$ cat src/rtl/meteo_rst_pkg.sv
// Shared types for the meteorolite reset sequencer: FSM states and RST_CAUSE bit positions.
package meteo_rst_pkg;

  typedef enum logic [1:0] {
    POR_HOLD = 2'd0,
    SYS_HOLD = 2'd1,
    RUN      = 2'd2
  } rst_state_e;

  localparam int unsigned CAUSE_BTN  = 0;
  localparam int unsigned CAUSE_DBG  = 1;
  localparam int unsigned CAUSE_CORE = 2;

  function automatic int unsigned max_u(input int unsigned a, input int unsigned b);
    return (a > b) ? a : b;
  endfunction

endpackage

$ cat src/rtl/meteo_rst_ctrl_if.sv
// Core-facing reset bundle: reset requests from the core, stretched resets back to it.
interface meteo_rst_ctrl_if;
  logic SYSRESETREQ;
  logic LOCKUP;
  logic PORESETn;
  logic HRESETn;

  modport master (
    input  SYSRESETREQ,
    input  LOCKUP,
    output PORESETn,
    output HRESETn
  );

  modport slave (
    output SYSRESETREQ,
    output LOCKUP,
    input  PORESETn,
    input  HRESETn
  );
endinterface

$ cat src/rtl/meteo_rst_ctrl_debounce.sv
// Synchroniser plus stable-count filter: output flips only after DEBOUNCE_CYCLES
// consecutive synced samples disagree with it.
module meteo_debounce #(
  parameter int unsigned SYNC_STAGES     = 2,
  parameter int unsigned DEBOUNCE_CYCLES = 1024
) (
  input  logic clk,
  input  logic rst_n,
  input  logic din,
  output logic dout
);

  localparam int unsigned   CNT_W    = $clog2(DEBOUNCE_CYCLES + 1);
  localparam logic [CNT_W-1:0] CNT_LAST = CNT_W'(DEBOUNCE_CYCLES - 1);

  logic [SYNC_STAGES-1:0] sync_q, sync_d;
  logic [CNT_W-1:0]       cnt_q, cnt_d;
  logic                   db_q, db_d;
  logic                   synced;

  assign synced = sync_q[SYNC_STAGES-1];
  assign dout   = db_q;

  always_comb begin
    sync_d = {sync_q[SYNC_STAGES-2:0], din};
    cnt_d  = '0;
    db_d   = db_q;
    // Any agreeing sample restarts the stability count.
    if (synced != db_q) begin
      if (cnt_q == CNT_LAST) begin
        db_d = synced;
      end else begin
        cnt_d = cnt_q + 1'b1;
      end
    end
  end

  always_ff @(posedge clk or negedge rst_n) begin
    if (!rst_n) begin
      sync_q <= '1;
      cnt_q  <= '0;
      db_q   <= 1'b1;
    end else begin
      sync_q <= sync_d;
      cnt_q  <= cnt_d;
      db_q   <= db_d;
    end
  end

endmodule

$ cat src/rtl/meteo_rst_ctrl.sv
// Reset sequencer for the meteorolite core: stretched PORESETn/HRESETn and sticky cause.
// Build option: define METEO_LOCKUP_RST_EN to let LOCKUP trigger system reset.
module meteo_rst_ctrl
  import meteo_rst_pkg::*;
#(
  parameter int unsigned POR_CYCLES      = 256,
  parameter int unsigned RST_CYCLES      = 64,
  parameter int unsigned DEBOUNCE_CYCLES = 1024,
  parameter int unsigned SYNC_STAGES     = 2
) (
  input  logic                    OSCCLK,
  input  logic                    CB_nPOR,
  input  logic                    CB_nRST,
  input  logic                    CS_nSRST,
  meteo_rst_ctrl_if.master        core,
  output logic                    FLAG_NPOR,
  output logic                    FLAG_RESET_N,
  output logic [2:0]              RST_CAUSE
);

  localparam int unsigned      CNT_MAX  = max_u(POR_CYCLES, RST_CYCLES);
  localparam int unsigned      CNT_W    = $clog2(CNT_MAX + 1);
  localparam logic [CNT_W-1:0] POR_LAST = CNT_W'(POR_CYCLES - 1);
  localparam logic [CNT_W-1:0] RST_LOAD = CNT_W'(RST_CYCLES);
  localparam logic [CNT_W-1:0] CNT_ONE  = CNT_W'(1);

  logic [SYNC_STAGES-1:0] por_sync_q, por_sync_d;
  logic [SYNC_STAGES-1:0] srst_sync_q, srst_sync_d;
  rst_state_e             state_q, state_d;
  logic [CNT_W-1:0]       cnt_q, cnt_d;
  logic                   poresetn_q, poresetn_d;
  logic                   hresetn_q, hresetn_d;
  logic [2:0]             cause_q, cause_d;

  logic       por_rel;
  logic       srst_sync;
  logic       btn_db;
  logic       core_req;
  logic       sys_src;
  logic [2:0] src_vec;

  meteo_debounce #(
    .SYNC_STAGES    (SYNC_STAGES),
    .DEBOUNCE_CYCLES(DEBOUNCE_CYCLES)
  ) u_btn_db (
    .clk  (OSCCLK),
    .rst_n(CB_nPOR),
    .din  (CB_nRST),
    .dout (btn_db)
  );

  assign por_rel   = por_sync_q[SYNC_STAGES-1];
  assign srst_sync = srst_sync_q[SYNC_STAGES-1];

`ifdef METEO_LOCKUP_RST_EN
  assign core_req = core.SYSRESETREQ | core.LOCKUP;
`else
  logic unused_lockup;
  assign unused_lockup = core.LOCKUP;
  assign core_req      = core.SYSRESETREQ;
`endif

  always_comb begin
    src_vec             = '0;
    src_vec[CAUSE_BTN]  = ~btn_db;
    src_vec[CAUSE_DBG]  = ~srst_sync;
    src_vec[CAUSE_CORE] = core_req;
  end

  assign sys_src = |src_vec;

  always_comb begin
    por_sync_d  = {por_sync_q[SYNC_STAGES-2:0], 1'b1};
    srst_sync_d = {srst_sync_q[SYNC_STAGES-2:0], CS_nSRST};
    state_d     = state_q;
    cnt_d       = cnt_q;
    poresetn_d  = poresetn_q;
    hresetn_d   = hresetn_q;
    cause_d     = cause_q;

    unique case (state_q)
      POR_HOLD: begin
        if (por_rel) begin
          if (cnt_q == POR_LAST) begin
            poresetn_d = 1'b1;
            cnt_d      = RST_LOAD;
            state_d    = SYS_HOLD;
          end else begin
            cnt_d = cnt_q + 1'b1;
          end
        end
      end
      SYS_HOLD: begin
        // Down-count only while every source is quiet; any source reloads.
        if (sys_src) begin
          cnt_d = RST_LOAD;
        end else if (cnt_q == CNT_ONE) begin
          hresetn_d = 1'b1;
          state_d   = RUN;
        end else begin
          cnt_d = cnt_q - 1'b1;
        end
      end
      RUN: begin
        if (sys_src) begin
          hresetn_d = 1'b0;
          cnt_d     = RST_LOAD;
          cause_d   = src_vec;
          state_d   = SYS_HOLD;
        end
      end
      default: begin
        state_d    = POR_HOLD;
        cnt_d      = '0;
        poresetn_d = 1'b0;
        hresetn_d  = 1'b0;
      end
    endcase
  end

  always_ff @(posedge OSCCLK or negedge CB_nPOR) begin
    if (!CB_nPOR) begin
      por_sync_q  <= '0;
      srst_sync_q <= '1;
      state_q     <= POR_HOLD;
      cnt_q       <= '0;
      poresetn_q  <= 1'b0;
      hresetn_q   <= 1'b0;
      cause_q     <= '0;
    end else begin
      por_sync_q  <= por_sync_d;
      srst_sync_q <= srst_sync_d;
      state_q     <= state_d;
      cnt_q       <= cnt_d;
      poresetn_q  <= poresetn_d;
      hresetn_q   <= hresetn_d;
      cause_q     <= cause_d;
    end
  end

  assign core.PORESETn = poresetn_q;
  assign core.HRESETn  = hresetn_q;
  assign FLAG_NPOR     = poresetn_q;
  assign FLAG_RESET_N  = hresetn_q;
  assign RST_CAUSE     = cause_q;

endmodule

$ cat src/flat_wrapper.sv
// flat-port wrapper written by rule: the top's interface ports become plain ports
module meteo_rst_ctrl_flat import meteo_rst_pkg::*;
#(
  parameter int unsigned POR_CYCLES      = 256,
  parameter int unsigned RST_CYCLES      = 64,
  parameter int unsigned DEBOUNCE_CYCLES = 1024,
  parameter int unsigned SYNC_STAGES     = 2
)
  (OSCCLK, CB_nPOR, CB_nRST, CS_nSRST, FLAG_NPOR, FLAG_RESET_N, RST_CAUSE, core_SYSRESETREQ, core_LOCKUP, core_PORESETn, core_HRESETn);
  meteo_rst_ctrl_if core_i ();
  input  logic OSCCLK;
  input  logic CB_nPOR;
  input  logic CB_nRST;
  input  logic CS_nSRST;
  output logic FLAG_NPOR;
  output logic FLAG_RESET_N;
  output logic [2:0] RST_CAUSE;
  input wire logic [$bits(core_i.SYSRESETREQ)-1:0] core_SYSRESETREQ;
  input wire logic [$bits(core_i.LOCKUP)-1:0] core_LOCKUP;
  output wire logic [$bits(core_i.PORESETn)-1:0] core_PORESETn;
  output wire logic [$bits(core_i.HRESETn)-1:0] core_HRESETn;
  assign core_i.SYSRESETREQ = core_SYSRESETREQ;
  assign core_i.LOCKUP = core_LOCKUP;
  assign core_PORESETn = core_i.PORESETn;
  assign core_HRESETn = core_i.HRESETn;
  meteo_rst_ctrl #(.POR_CYCLES(POR_CYCLES), .RST_CYCLES(RST_CYCLES), .DEBOUNCE_CYCLES(DEBOUNCE_CYCLES), .SYNC_STAGES(SYNC_STAGES)) u_core (.OSCCLK(OSCCLK), .CB_nPOR(CB_nPOR), .CB_nRST(CB_nRST), .CS_nSRST(CS_nSRST), .core(core_i), .FLAG_NPOR(FLAG_NPOR), .FLAG_RESET_N(FLAG_RESET_N), .RST_CAUSE(RST_CAUSE));
endmodule
$ cat config.mk
export PLATFORM = sky130hd
export DESIGN_NAME = meteo_rst_ctrl_flat
export DESIGN_NICKNAME = d
export VERILOG_FILES = /design/src/rtl/meteo_rst_pkg.sv /design/src/rtl/meteo_rst_ctrl_if.sv /design/src/rtl/meteo_rst_ctrl_debounce.sv /design/src/rtl/meteo_rst_ctrl.sv /design/src/flat_wrapper.sv
export SDC_FILE = /design/constraint.sdc
export NUM_CORES = 1
export LEC_CHECK = 0
export BUFFER_PORTS_ARGS = -buffer_cell sky130_fd_sc_hd__buf_4
export CORE_AREA = 2 2 61 63
export DETAILED_ROUTE_END_ITERATION = 10
export DIE_AREA = 0 0 63 65
export PLACE_DENSITY_LB_ADDON = 0.15
export SLEW_MARGIN = 10
export SYNTH_ARGS = -nofsm -noshare
export SYNTH_HDL_FRONTEND = slang
export SYNTH_SLANG_ARGS = --single-unit
export TNS_END_PERCENT = 5
$ cat constraint.sdc
create_clock -name OSCCLK -period 2.44 [get_ports OSCCLK]
set_clock_uncertainty 0.1 [all_clocks]
set_input_delay 0.244 -clock OSCCLK [delete_from_list [all_inputs] [get_ports OSCCLK]]
set_output_delay 0.244 -clock OSCCLK [all_outputs]
set_load 0.05 [all_outputs]
======== After elaboration in Yosys (flattened, before gate mapping) ========
Cells that the tools add are included.
operators by class
  reductions and logical operators ........ 9
  eq/ne operators ......................... 12
  shift-type cells ........................ 0
  muxes and demuxes ....................... 21
  multipliers ............................. 0
  $add $sub $neg .......................... 3
  order comparisons ....................... 0
  bitwise operators ....................... 4
  divide/modulo/power cells ............... 0
operators with widths
  operator               number
  $mux 9                 5
  $pmux 9 s3             1
  $mux 11                2
  $add 11x1->11 const B  1
  $eq 11x10->1 const B   1
  $mux 2                 5
  $add 9x1->9 const B    1
  $eq 9x1->1 const B     1
  $eq 9x8->1 const B     1
  $sub 9x1->9 const B    1
  $ne 2x1->1 const B     4
  $pmux 2 s3             1
  $reduce_and 3->1       2
  $mux 1                 5
  $reduce_and 5->1       1
  $not 1->1              4
  $reduce_and 2->1       2
  $reduce_and 4->1       1
  $ne 3x2->1 const B     1
  $pmux 1 s3             1
  $reduce_or 3->1        1
  $eq 2x1->1 const B     1
  $eq 2x2->1 const B     1
  $logic_not 2->1        1
  4 further kinds        4
storage, ports and cells
  memory bits (read-only) ................. 0
  flip-flop bits (word level) ............. 34
  logic and storage cells ................. 59
  input port bits ......................... 6
  latch bits .............................. 0
  memory bits (writable) .................. 0
  memories ................................ 0

======== Depth between registers and ports, before layout ========
  word-level depth ........................ 4
  gate-level depth with buffers ........... 8
  mapped depth without buffers ............ 7

======== By module ========
From an unflattened synthesis, not the netlist that was laid out.
unflattened totals
  cells, all modules ...................... 198
  area total of the unflattened synthesis .. 1988.2 sq um
by module, submodules not included
  module          area an instance (sq um)  times used  cells an instance  sequential area each (sq um)
  meteo_rst_ctrl  1346.3                    1           144                503.0
  meteo_debounce  641.9                     1           54                 354.1

======== Worst setup path before layout ========
No wires, ideal clock.
  path kind ............................... reg2reg
  start ................................... reg u_core.cnt_q[0]
  end ..................................... reg u_core.cnt_q[1]
  setup time .............................. 0.121 ns
  buffers on the path ..................... 0
  cell stages (with the launch flop) ...... 7
  slack ................................... 0.710 ns
  data arrival time ....................... 1.509 ns
  period minus slack after synthesis ...... 1.730 ns
  cell sequence ........................... dfrtp_1 ha_1 and4_4 nand4_4 o21ai_4 mux2i_1 a22o_1
between the ends
  word-level cells in the longest chain between the ends .. 4
  elaborated cells between the ends (all ways) .. 11
  those cells by class .................... 2 x add/sub; 3 x eq/ne; 5 x mux; 1 x reduce/logical
RTL lines
  item                                 RTL line                                    RTL
  from (decl)                          meteo_rst_ctrl.sv:30                        logic [CNT_W-1:0] cnt_q, cnt_d;
  from (signal assigned)               meteo_rst_ctrl.sv:134                       cnt_q <= cnt_d;
  $sub 9x1->9 (tied with other cells)  meteo_rst_ctrl.sv:101                       cnt_d = cnt_q - 1'b1;
  $mux 9 (on tied branches)            meteo_rst_ctrl.sv:97, meteo_rst_ctrl.sv:84
  $mux 9 (on tied branches)            meteo_rst_ctrl.sv:95, meteo_rst_ctrl.sv:83
  $pmux 9 s3                           meteo_rst_ctrl.sv:81                        unique case (state_q)
Several ways; a longest one is shown, not always the timed one. The select of a mux whose other input is x is not followed.
A chain may end at the register's enable or synchronous reset.

======== Final worst setup path ========
  start ................................... reg u_core.cnt_q[0]
  end ..................................... reg u_core.cnt_q[2]
Same word-level chain as after synthesis.

==> flow_summary.yaml <==
global_route:
  gr-total-overflow: 0
  grt_util_met1_pct: 25.6
  track_usage_pct: 21.2
  use_met3_pct: 4.69
  antenna_found_initial: 0
  grt_pass1_wl_um: 6740
  grt_max_degree: 35
  grt_pass1_vias: 1465
  grt_util_met2_pct: 36.8
  globalRoute.busiestLayer: "met2"
route:
  wire_per_inst_um: 15.0
  drt-initial-drc-count: 103
  vias: 1486
  via_per_inst: 5.72
  ant_nets: 0
  first_pass_iters: 4
  post-route-drc-count: 0
  wl_um: 3900
setup_path:
  criticalPathCategory: "flip-flop to flip-flop"
  path_cells: "ha_1 > nor4b_2 > a31oi_1 > o21ai_2 > or2_2 > o21ai_0"
  critPathTopFamily: "compound AO/OA/AOI/OAI gates"
  required_ns: 2.56
  r2r-start: "u_core.cnt_q[0]"
  arrival_ns: 2.32
  r2r_setup_slack_ns: 0.24
  ff2ff_path_depth: 6
  crit_path_end_kind: "flip-flop"
  critical-path-max-stage-delay_ns: 0.55
  slowest_stage: "dfrtp_1"
  worstSetupStartpointType: "flip-flop"
  crit_buf_inv: 0
  r2r-end: "u_core.cnt_q[2]"
  cp_max_fo: 11
logic_synthesis:
  synth_cell_types: 51
  synth_compound_area_share_pct: 15.3
  syn_area_um2: 1940
  syn_inst: 197
  synth_edf_count: 0
  synth_xor_area_share_pct: 4.51
  synth_simple_gate_area_share_pct: 21.8
  yosysMostFrequentCell: "dfrtp_1"
  synthAdderAreaFrac_pct: 5.15
  syn-num-nets: 211
  synth_ff_type: "dfrtp_1"
  async_reset_ff_share_pct: 100
  netlist_top_cells_count: "dfrtp_1, nor2_1, o21ai_0"
  synth-seq-cells: 34
  yosys_warnings: 0
  yosysTopAreaCellShare_pct: 37.4
  synth_top_area_cell: "dfrtp_1"
  avgSynthCellArea_um2: 9.86
  ys_seq_area_share_pct: 44.1
  synthTopCellsByArea: "dfrtp_1, dfstp_2, ha_1"
  synth_top_family_by_area: "simple AND/OR/NAND/NOR gates"
  muxShareOfSynthArea_pct: 3.16
power:
  max-vdd-ir-drop_mv: 0.493
  p_leak_nw: 1.00
  finalPower_mw: 1.58
  p_per_area_nw_per_um2: 726
floorplan:
  fp.dieW_um: 63
  die_h_um: 65
  core_area_um2: 3500
  ioPinCount: 13
  start_util_pct: 55.5
  die-area_um2: 4100
  rows: 22
timing:
  rsz0062_at_grt: "false"
  tightest_slew_ns: 0.647
  setup_tns_ns: 0
  hold_viol_final: 0
  timing.fmax_ghz: 0.455
  slew_viol_final: 0
  post-route-period-util_pct: 90.1
  final-setup-viol-count: 0
  slew-limit-headroom_pct: 56.5
  period_needed_ns: 2.20
clocking:
  clk_latency_ns: 0.35
  cts_buffers: 5
  cts_max_path_buffers: 2
  htree_levels: 2
  clock_sinks: 34
  cts_tree: "yes"
  cts.clk_slew.worst_paths_ns: 0.12
  root_buffer: "clkbuf_4"
  cts_resized: 0
min_path:
  hp-start: "core_SYSRESETREQ"
  whs_path_depth: 2
  hold-path-endpoint: "u_core.RST_CAUSE[2]"
  hp-class: "input pin to flip-flop"
run_status:
  status: "finished clean"
finish:
  syn2layout_area_growth_pct: 12.0
  antennaDiodeCount: 0
  fin_nets: 225
  final_layout_size_suffix_gt1_share_pct: 19.3
run:
  max-cap-violations: 0
placement:
  port_buffers: 11
  gp_congestion: 0.841
  dp_hpwl_um: 2680
==> sequential cells by signal, summed over array words and instances, names as in the netlist <==
signal / cells
u_core.u_btn_db.cnt_q: 11
u_core.cnt_q: 9
u_core.RST_CAUSE: 3
u_core.por_sync_q: 2
u_core.srst_sync_q: 2
u_core.state_q: 2
u_core.u_btn_db.sync_q: 2
u_core.FLAG_NPOR: 1
u_core.FLAG_RESET_N: 1
u_core.u_btn_db.dout: 1
==> kinds of logic after synthesis <==
| family | Yosys count |
|---|---|
| XOR/XNOR | 10 |
| other | 1 |
| AND/OR/NAND/NOR | 73 |
| buffers and inverters | 20 |
| adder cells (fa/ha/maj) | 8 |
| AO/OA/AOI/OAI | 45 |
| multiplexers | 6 |
| flip-flops | 34 |
==> metal layers <==
layer	routed length (um)	share of wire [%]
met5	0	0
met4	49	1.3
met3	128	3.3
met2	2000	51
met1	1710	44
==> report_power, final <==
part	total, mW	switching (mW)	internal (mW)
combinational	0.328	0.181	0.148
sequential	0.698	0.0856	0.612
clock	0.553	0.206	0.347
==> placed cells by master (no fill, tap or decap), drive strengths merged, types with 2 or more instances in the layout <==
| cell | netlist | final |
|---|---|---|
| bufinv | 0 | 2 |
| inv | 10 | 10 |
| xor2 | 6 | 6 |
| clkbuf | 1 | 6 |
| a21oi | 8 | 8 |
| a22o | 4 | 4 |
| nand2 | 12 | 12 |
| nor2 | 24 | 24 |
| mux2i | 5 | 5 |
| and3 | 3 | 3 |
| dlygate4sd3 | 0 | 3 |
| nand2b | 4 | 4 |
| nand4 | 5 | 5 |
| ha | 8 | 8 |
| dfrtp | 29 | 29 |
| nor2b | 3 | 3 |
| buf | 9 | 14 |
| and3b | 2 | 2 |
| or2 | 2 | 2 |
| xnor2 | 4 | 4 |
| nor4 | 2 | 2 |
| dfstp | 5 | 5 |
| nand3 | 9 | 9 |
| o21ai | 18 | 18 |
| and4 | 2 | 2 |
| a31oi | 5 | 5 |
==> final cells by class <==
cell class | count | area [um^2]
fill | 296 | 1320
multi-input combinational | 143 | 975
sequential | 34 | 857
timing repair buffer | 17 | 135
clock inverter | 2 | 60.1
tap | 48 | 60.1
clock buffer | 6 | 51.3
inverter | 10 | 37.5
==> how the worst max path moves through the flow <==
stage | startpoint | endpoint | slack (ns) | cells after the start
floorplan | u_core.cnt_q[0] | u_core.cnt_q[1] | 0.71 | 6
global placement | u_core.cnt_q[0] | u_core.cnt_q[2] | 0.40 | 6
detailed placement | u_core.cnt_q[1] | u_core.cnt_q[2] | 0.33 | 7
CTS | u_core.cnt_q[0] | u_core.cnt_q[2] | 0.27 | 6
global route | u_core.cnt_q[0] | u_core.cnt_q[2] | 0.08 | 6
finish | u_core.cnt_q[0] | u_core.cnt_q[2] | 0.24 | 6
==> metrics by stage <==
step	instance area, um^2	hold WS, ns	instances	util (%)	worst slack [ns]
detailed placement	2030	0.114	249	58.2	0.330
CTS	2180	0.0317	260	62.2	0.270
finish	2180	0.0422	260	62.2	0.241
floorplan	1940	-0.152	197	-	0.710
global route	2180	0.0501	260	62.2	0.0754
global placement	2030	0.111	249	58.2	0.396
==> timing repair <==
action,CTS,global route
hold endpoints to repair,31,0
buffers inserted,0,0
hold buffers,3,0
Power figures use the tool's default switching activity.
